File: src/rtl/mem_req_arbiter.sv
// Round-robin arbiter between icache and dcache line requests onto one memory port.
// One transaction in flight; all outputs registered; protocol/timeout faults latch err_o.
module mem_req_arbiter #(
    parameter int ADDR_WIDTH       = 32,
    parameter int CACHE_LINE_BYTES = 16,
    parameter int TIMEOUT_CYCLES   = 1024
) (
    input  logic                          clk,
    input  logic                          rst,
    input  logic                          ic_rd_req_i,
    input  logic [ADDR_WIDTH-1:0]         ic_addr_i,
    output logic                          ic_data_valid_o,
    output logic [CACHE_LINE_BYTES*8-1:0] ic_data_o,
    input  logic                          dc_rd_req_i,
    input  logic                          dc_wr_req_i,
    input  logic [ADDR_WIDTH-1:0]         dc_addr_i,
    input  logic [CACHE_LINE_BYTES*8-1:0] dc_wr_data_i,
    input  logic [1:0]                    dc_size_i,
    output logic                          dc_data_valid_o,
    output logic [CACHE_LINE_BYTES*8-1:0] dc_data_o,
    output logic                          dc_write_done_o,
    output logic                          rd_req_valid_o,
    output logic                          wr_req_valid_o,
    output logic                          req_is_instr_o,
    output logic [ADDR_WIDTH-1:0]         req_address_o,
    output logic [CACHE_LINE_BYTES*8-1:0] wr_data_o,
    output logic [1:0]                    req_access_size_o,
    input  logic                          mem_data_valid_i,
    input  logic                          mem_data_is_instr_i,
    input  logic [CACHE_LINE_BYTES*8-1:0] mem_data_i,
    input  logic                          mem_write_done_i,
    output logic                          err_o
);
    localparam int LW = CACHE_LINE_BYTES * 8;
    localparam int CW = $clog2(TIMEOUT_CYCLES + 1);
    localparam logic [1:0] SIZE_LINE = 2'b11;
    localparam logic [CW-1:0] TMO_LAST = CW'(TIMEOUT_CYCLES - 1);

    typedef enum logic [2:0] {IDLE, RD_I, RD_D, WR_D, RESP} state_t;

    state_t state, state_nxt;
    logic last_grant_ic, last_grant_ic_d;
    logic [CW-1:0] tmo_cnt, tmo_cnt_d;

    logic grant_dc, grant_ic, busy, rd_state, rd_done, wr_done, timeout, err_evt;
    logic ic_valid_d, dc_valid_d, wdone_d;
    logic [ADDR_WIDTH-1:0] addr_d;
    logic [LW-1:0] wr_data_d, ic_data_d, dc_data_d;
    logic [1:0] size_d;

    // Contended grant goes to whichever side was not served last.
    assign grant_dc = (dc_rd_req_i | dc_wr_req_i) & (~ic_rd_req_i | last_grant_ic);
    assign grant_ic = ic_rd_req_i & ~grant_dc;

    assign rd_state = (state == RD_I) || (state == RD_D);
    assign busy     = rd_state || (state == WR_D);
    assign rd_done  = rd_state && mem_data_valid_i && (mem_data_is_instr_i == (state == RD_I));
    assign wr_done  = (state == WR_D) && mem_write_done_i;
    assign timeout  = busy && !rd_done && !wr_done && (tmo_cnt == TMO_LAST);

    always_comb begin
        err_evt = timeout;
        if ((state == IDLE || state == RESP) && (mem_data_valid_i || mem_write_done_i))
            err_evt = 1'b1;
        if (rd_state && ((mem_data_valid_i && !rd_done) || mem_write_done_i))
            err_evt = 1'b1;
        if ((state == WR_D) && mem_data_valid_i)
            err_evt = 1'b1;
        if ((state == IDLE) && grant_dc && dc_rd_req_i && dc_wr_req_i)
            err_evt = 1'b1;
    end

    always_ff @(posedge clk) begin
        if (!rst) begin
            state             <= IDLE;
            last_grant_ic     <= 1'b1;
            tmo_cnt           <= '0;
            rd_req_valid_o    <= 1'b0;
            wr_req_valid_o    <= 1'b0;
            req_is_instr_o    <= 1'b0;
            req_address_o     <= '0;
            wr_data_o         <= '0;
            req_access_size_o <= '0;
            ic_data_valid_o   <= 1'b0;
            dc_data_valid_o   <= 1'b0;
            dc_write_done_o   <= 1'b0;
            ic_data_o         <= '0;
            dc_data_o         <= '0;
            err_o             <= 1'b0;
        end else begin
            state             <= state_nxt;
            last_grant_ic     <= last_grant_ic_d;
            tmo_cnt           <= tmo_cnt_d;
            rd_req_valid_o    <= (state_nxt == RD_I) || (state_nxt == RD_D);
            wr_req_valid_o    <= (state_nxt == WR_D);
            req_is_instr_o    <= (state_nxt == RD_I);
            req_address_o     <= addr_d;
            wr_data_o         <= wr_data_d;
            req_access_size_o <= size_d;
            ic_data_valid_o   <= ic_valid_d;
            dc_data_valid_o   <= dc_valid_d;
            dc_write_done_o   <= wdone_d;
            ic_data_o         <= ic_data_d;
            dc_data_o         <= dc_data_d;
            err_o             <= err_o | err_evt;
        end
    end

    always_comb begin
        state_nxt = state;
        case (state)
            IDLE: begin
                if (grant_dc)      state_nxt = dc_wr_req_i ? WR_D : RD_D;
                else if (grant_ic) state_nxt = RD_I;
            end
            RD_I, RD_D: begin
                if (rd_done)      state_nxt = RESP;
                else if (timeout) state_nxt = IDLE;
            end
            WR_D: begin
                if (wr_done)      state_nxt = RESP;
                else if (timeout) state_nxt = IDLE;
            end
            RESP:    state_nxt = IDLE;
            default: state_nxt = IDLE;
        endcase
    end

    always_comb begin
        last_grant_ic_d = last_grant_ic;
        addr_d          = req_address_o;
        wr_data_d       = wr_data_o;
        size_d          = req_access_size_o;
        if (state == IDLE && grant_dc) begin
            last_grant_ic_d = 1'b0;
            addr_d          = dc_addr_i;
            size_d          = dc_size_i;
            if (dc_wr_req_i) wr_data_d = dc_wr_data_i;
        end else if (state == IDLE && grant_ic) begin
            last_grant_ic_d = 1'b1;
            addr_d          = ic_addr_i;
            size_d          = SIZE_LINE;
        end
        // Counter restarts on every state change, so each busy visit gets a full budget.
        tmo_cnt_d  = (busy && state_nxt == state) ? tmo_cnt + 1'b1 : '0;
        ic_valid_d = rd_done && (state == RD_I);
        dc_valid_d = rd_done && (state == RD_D);
        wdone_d    = wr_done;
        ic_data_d  = ic_valid_d ? mem_data_i : ic_data_o;
        dc_data_d  = dc_valid_d ? mem_data_i : dc_data_o;
    end
endmodule

File: config.mk
export PLATFORM = sky130hd
export DESIGN_NAME = mem_req_arbiter
export DESIGN_NICKNAME = d
export VERILOG_FILES = /design/src/rtl/mem_req_arbiter.sv
export SDC_FILE = /design/constraint.sdc
export NUM_CORES = 1
export LEC_CHECK = 0
export ABC_AREA = 1
export CORE_AREA = 2 2 293 295
export CTS_CLUSTER_DIAMETER = 80
export DETAILED_ROUTE_END_ITERATION = 12
export DIE_AREA = 0 0 295 297
export SYNTH_ARGS = -nofsm -noshare
export SYNTH_HDL_FRONTEND = slang
export SYNTH_SLANG_ARGS = --single-unit
File: constraint.sdc
create_clock -name clk -period 1.8 [get_ports clk]
set_input_delay 0.36 -clock clk [delete_from_list [all_inputs] [get_ports clk]]
set_output_delay 0.36 -clock clk [all_outputs]
set_load 0.05 [all_outputs]
==> results.cfg <==
[status]
status = finished, final reports clean

[sta]
slew_headroom = 0.7200
finalSetupViolCount = 0
hold_viol = 0
finalCritPeriodShare = 0.9838
fin_ws_ns = 0.02920
fin_worst_skew_ns = 0.01202
tightestPinTransition_ns = 0.4200
final.min_clock_period_ns = 1.771
holdWs_ns = 0.1240
max_freq_ghz = 0.5647
rsz0062_at_grt = yes
final_max_slew_viol_count = 0
timing.setup.tns_ns = 0

[floorplan]
die_width_um = 295
fp-row-count = 107
core_area_um2 = 84480
ioPinCount = 755
start_util = 0.1880
die_area_um2 = 87620
die_h_um = 297

[worst_setup_path]
worst_ep_required_time_ns = 2.33
cp-start-kind = flip-flop
ff2ff_path_depth = 11
r2r_slack_ns = 0.03
cp.arrival_ns = 2.30
reg2reg_to = ic_data_o[126]
end_kind = flip-flop
critPathMaxFanout = 18
path_class = reg -> reg
rr_startpoint = state[1]

[worst_hold_path]
hp-start = rst
worstHoldEndpoint = ic_data_o[55]
worstHoldPathCells = 3
worstHoldPathType = in -> reg

[grt]
antenna_found_initial = 3
grt_max_degree = 56
grt_pass1_wl_um = 94520
grt_overflow = 0
track_usage = 0.1383
grt_pass1_vias = 15630

[clock_network]
ctsLongestPathBuffers = 3
clk_pin_slew_worst_paths_ns = 0.06
root_buffer = clkbuf_16
worstSkewPairLatency_ns = 0.59
hold_buffers = 0
cts_buffers = 52
clkSinkCount = 440
htree_levels = 2
cts_tree = done

[synth]
synthCells = 2021
yosysWarningCount = 0
synth_area_leaders = dfxtp_1 55%, nor2_1 14%, o21ai_0 10%
syn_avg_cell_area_um2 = 7.858
syn_area_um2 = 15880
yosysTopAreaCell = dfxtp_1
synth_cell_types = 25
ys_seq_area_frac = 0.5546
netlist.area_leader.share = 0.5546
yosys_register_bits = 440
synth_nets = 2352

[power]
leakage_nw = 11.34
max-vdd-ir-drop_uv = 715.3
powerDensity_nw_per_um2 = 1124

[finish]
fin_util = 0.3138
drive_gt1_frac = 0.2414
multiInputGateArea_um2 = 5781
fill_cells = 8950
diodes = 0
regArea_um2 = 8820
nets = 3159
syn_to_final_growth_pct = 66.90

[routing]
drtPass1Iterations = 5
wirelength_um = 65960
drt_iter0_drc = 690
wl_per_cell_um = 16.43
vias = 16060
drtAntennaViolNets = 0
viasPerCell = 4.000
post-route-drc-count = 0

[placed_design]
gp_congestion = 0.8200
io_buffers = 754
pre_cts_ws_ns = -0.5100
post-dp-hpwl_um = 47890

[run]
drv_cap = 0
==> per-stage QoR <==
step,power (W),cell area (um^2),std cells
global route,0.03114,26510,4015
floorplan,0.01576,15880,2021
detailed placement,0.01909,24350,3902
finish,0.02978,26510,4015
global placement,0.01906,24350,3902
CTS,0.03001,26100,3999
==> placed cells by master (no fill, tap or decap), types with 2 or more instances in the layout <==
master / synthesis / layout
a21oi_1: 194 / 193
buf_12: 0 / 30
buf_16: 0 / 3
buf_4: 18 / 522
buf_6: 21 / 9
buf_8: 0 / 2
bufinv_16: 0 / 4
clkbuf_1: 65 / 15
clkbuf_16: 0 / 60
clkbuf_8: 0 / 6
clkdlybuf4s50_1: 0 / 328
clkinv_2: 0 / 13
clkinvlp_4: 0 / 2
dfxtp_1: 440 / 435
dfxtp_2: 0 / 3
dfxtp_4: 0 / 2
inv_1: 149 / 147
inv_2: 3 / 2
inv_4: 0 / 2
inv_6: 0 / 2
nand2_1: 89 / 86
nand2_2: 2 / 4
nand3_1: 8 / 6
nand3_2: 1 / 2
nand3_4: 1 / 2
nand3b_1: 3 / 3
nand4_1: 6 / 6
nor2_1: 572 / 569
nor2_2: 3 / 3
nor2_4: 1 / 4
nor3_1: 3 / 3
o21ai_0: 317 / 292
o21ai_1: 73 / 86
o21ai_2: 0 / 11
xnor2_1: 4 / 4
xor2_1: 4 / 4
==> area by class of cell <==
class | instances | area share
sequential | 440 | 0.3328
timing repair buffer | 900 | 0.3081
multi-input combinational | 1282 | 0.2181
clock buffer | 75 | 0.05622
tap | 1144 | 0.05400
inverter | 152 | 0.02190
clock inverter | 22 | 0.008922
==> state kept, by name, indices dropped and copies added, names as in the netlist, 2 cells and up <==
name               count
ic_data_o            128
dc_data_o            128
wr_data_o            128
req_address_o         32
state                  3
req_access_size_o      2
tmo_cnt               11
==> routing by layer <==
layer / GRT usage / part of all wire / wire length (um) / up-vias
li1: - / - / - / 8107
met1: 0.1610 / 0.41 / 26940 / 7298
met2: 0.2419 / 0.49 / 32000 / 554
met3: 0.04236 / 0.080 / 5298 / 97
met4: 0.04057 / 0.026 / 1700 / 4
met5: 0 / 0.00041 / 27 / -
==> synth_stat cells <==
library cell,number
xnor2_1,4
o21ai_1,73
clkbuf_2,1
dfxtp_1,440
nand2_1,89
nand3_1,8
buf_6,21
a21oi_1,194
nand4_1,6
nand3_4,1
nand3_2,1
nor2_4,1
inv_1,149
buf_4,18
nand2_2,2
buf_2,42
nor3_1,3
nor2_2,3
xor2_1,4
clkbuf_1,65
inv_2,3
nor2_1,572
ha_1,1
nand3b_1,3
o21ai_0,317
==> power breakdown <==
part | switching, W | internal [W]
Combinational | 0.00512 | 0.00295
Sequential | 0.000444 | 0.0105
Clock | 0.00440 | 0.00633
Total | 0.00996 | 0.0198
==> worst max-delay path: stages (launching register included) <==
cell	delay [ns]
dfxtp_4	0.37
nor2_4	0.14
nand2_2	0.07
nand2_1	0.07
nand2_2	0.06
nand3_4	0.09
inv_4	0.05
nand3_4	0.09
buf_16	0.23
buf_4	0.27
o21ai_0	0.10
a21oi_1	0.13
==> timing repair <==
| item | in CTS | in global routing |
|---|---|---|
| resized for setup | 15 | 55 |
| cloned | 0 | 10 |
| pin swaps | 0 | 4 |
| setup buffers | 0 | 6 |
| setup endpoints to repair | 153 | 262 |
==> cell families (layout without fill, tap and decap cells) <==
| kind of cell | count (synthesis) | count (layout) | synth area share |
|---|---|---|---|
| AND/OR/NAND/NOR | 689 | 689 | 0.1679 |
| XOR/XNOR | 8 | 8 | 0.004411 |
| AO/OA/AOI/OAI | 584 | 584 | 0.1840 |
| flip-flops | 440 | 440 | 0.5546 |
| adder cells (fa/ha/maj) | 1 | 1 | 0.0007877 |
| buffers and inverters | 299 | 1149 | 0.08824 |
==> how the worst max path moves through the flow <==
| stage | endpoint | depth (start not counted) | slack (ns) | from |
|---|---|---|---|---|
| 2_1_floorplan | req_address_o[16] | 12 | 0.18 | state[0] |
| 3_3_place_gp | wr_data_o[86] | 8 | -0.51 | dc_wr_req_i |
| 3_5_place_dp | wr_data_o[86] | 8 | -0.51 | dc_wr_req_i |
| 4_1_cts | ic_data_o[50] | 10 | 0.0006 | state[2] |
| 5_1_grt | ic_data_o[122] | 11 | -0.1 | state[1] |
| 6_report | ic_data_o[126] | 11 | 0.03 | state[1] |
No activity file was read; power rests on OpenSTA's default activity.
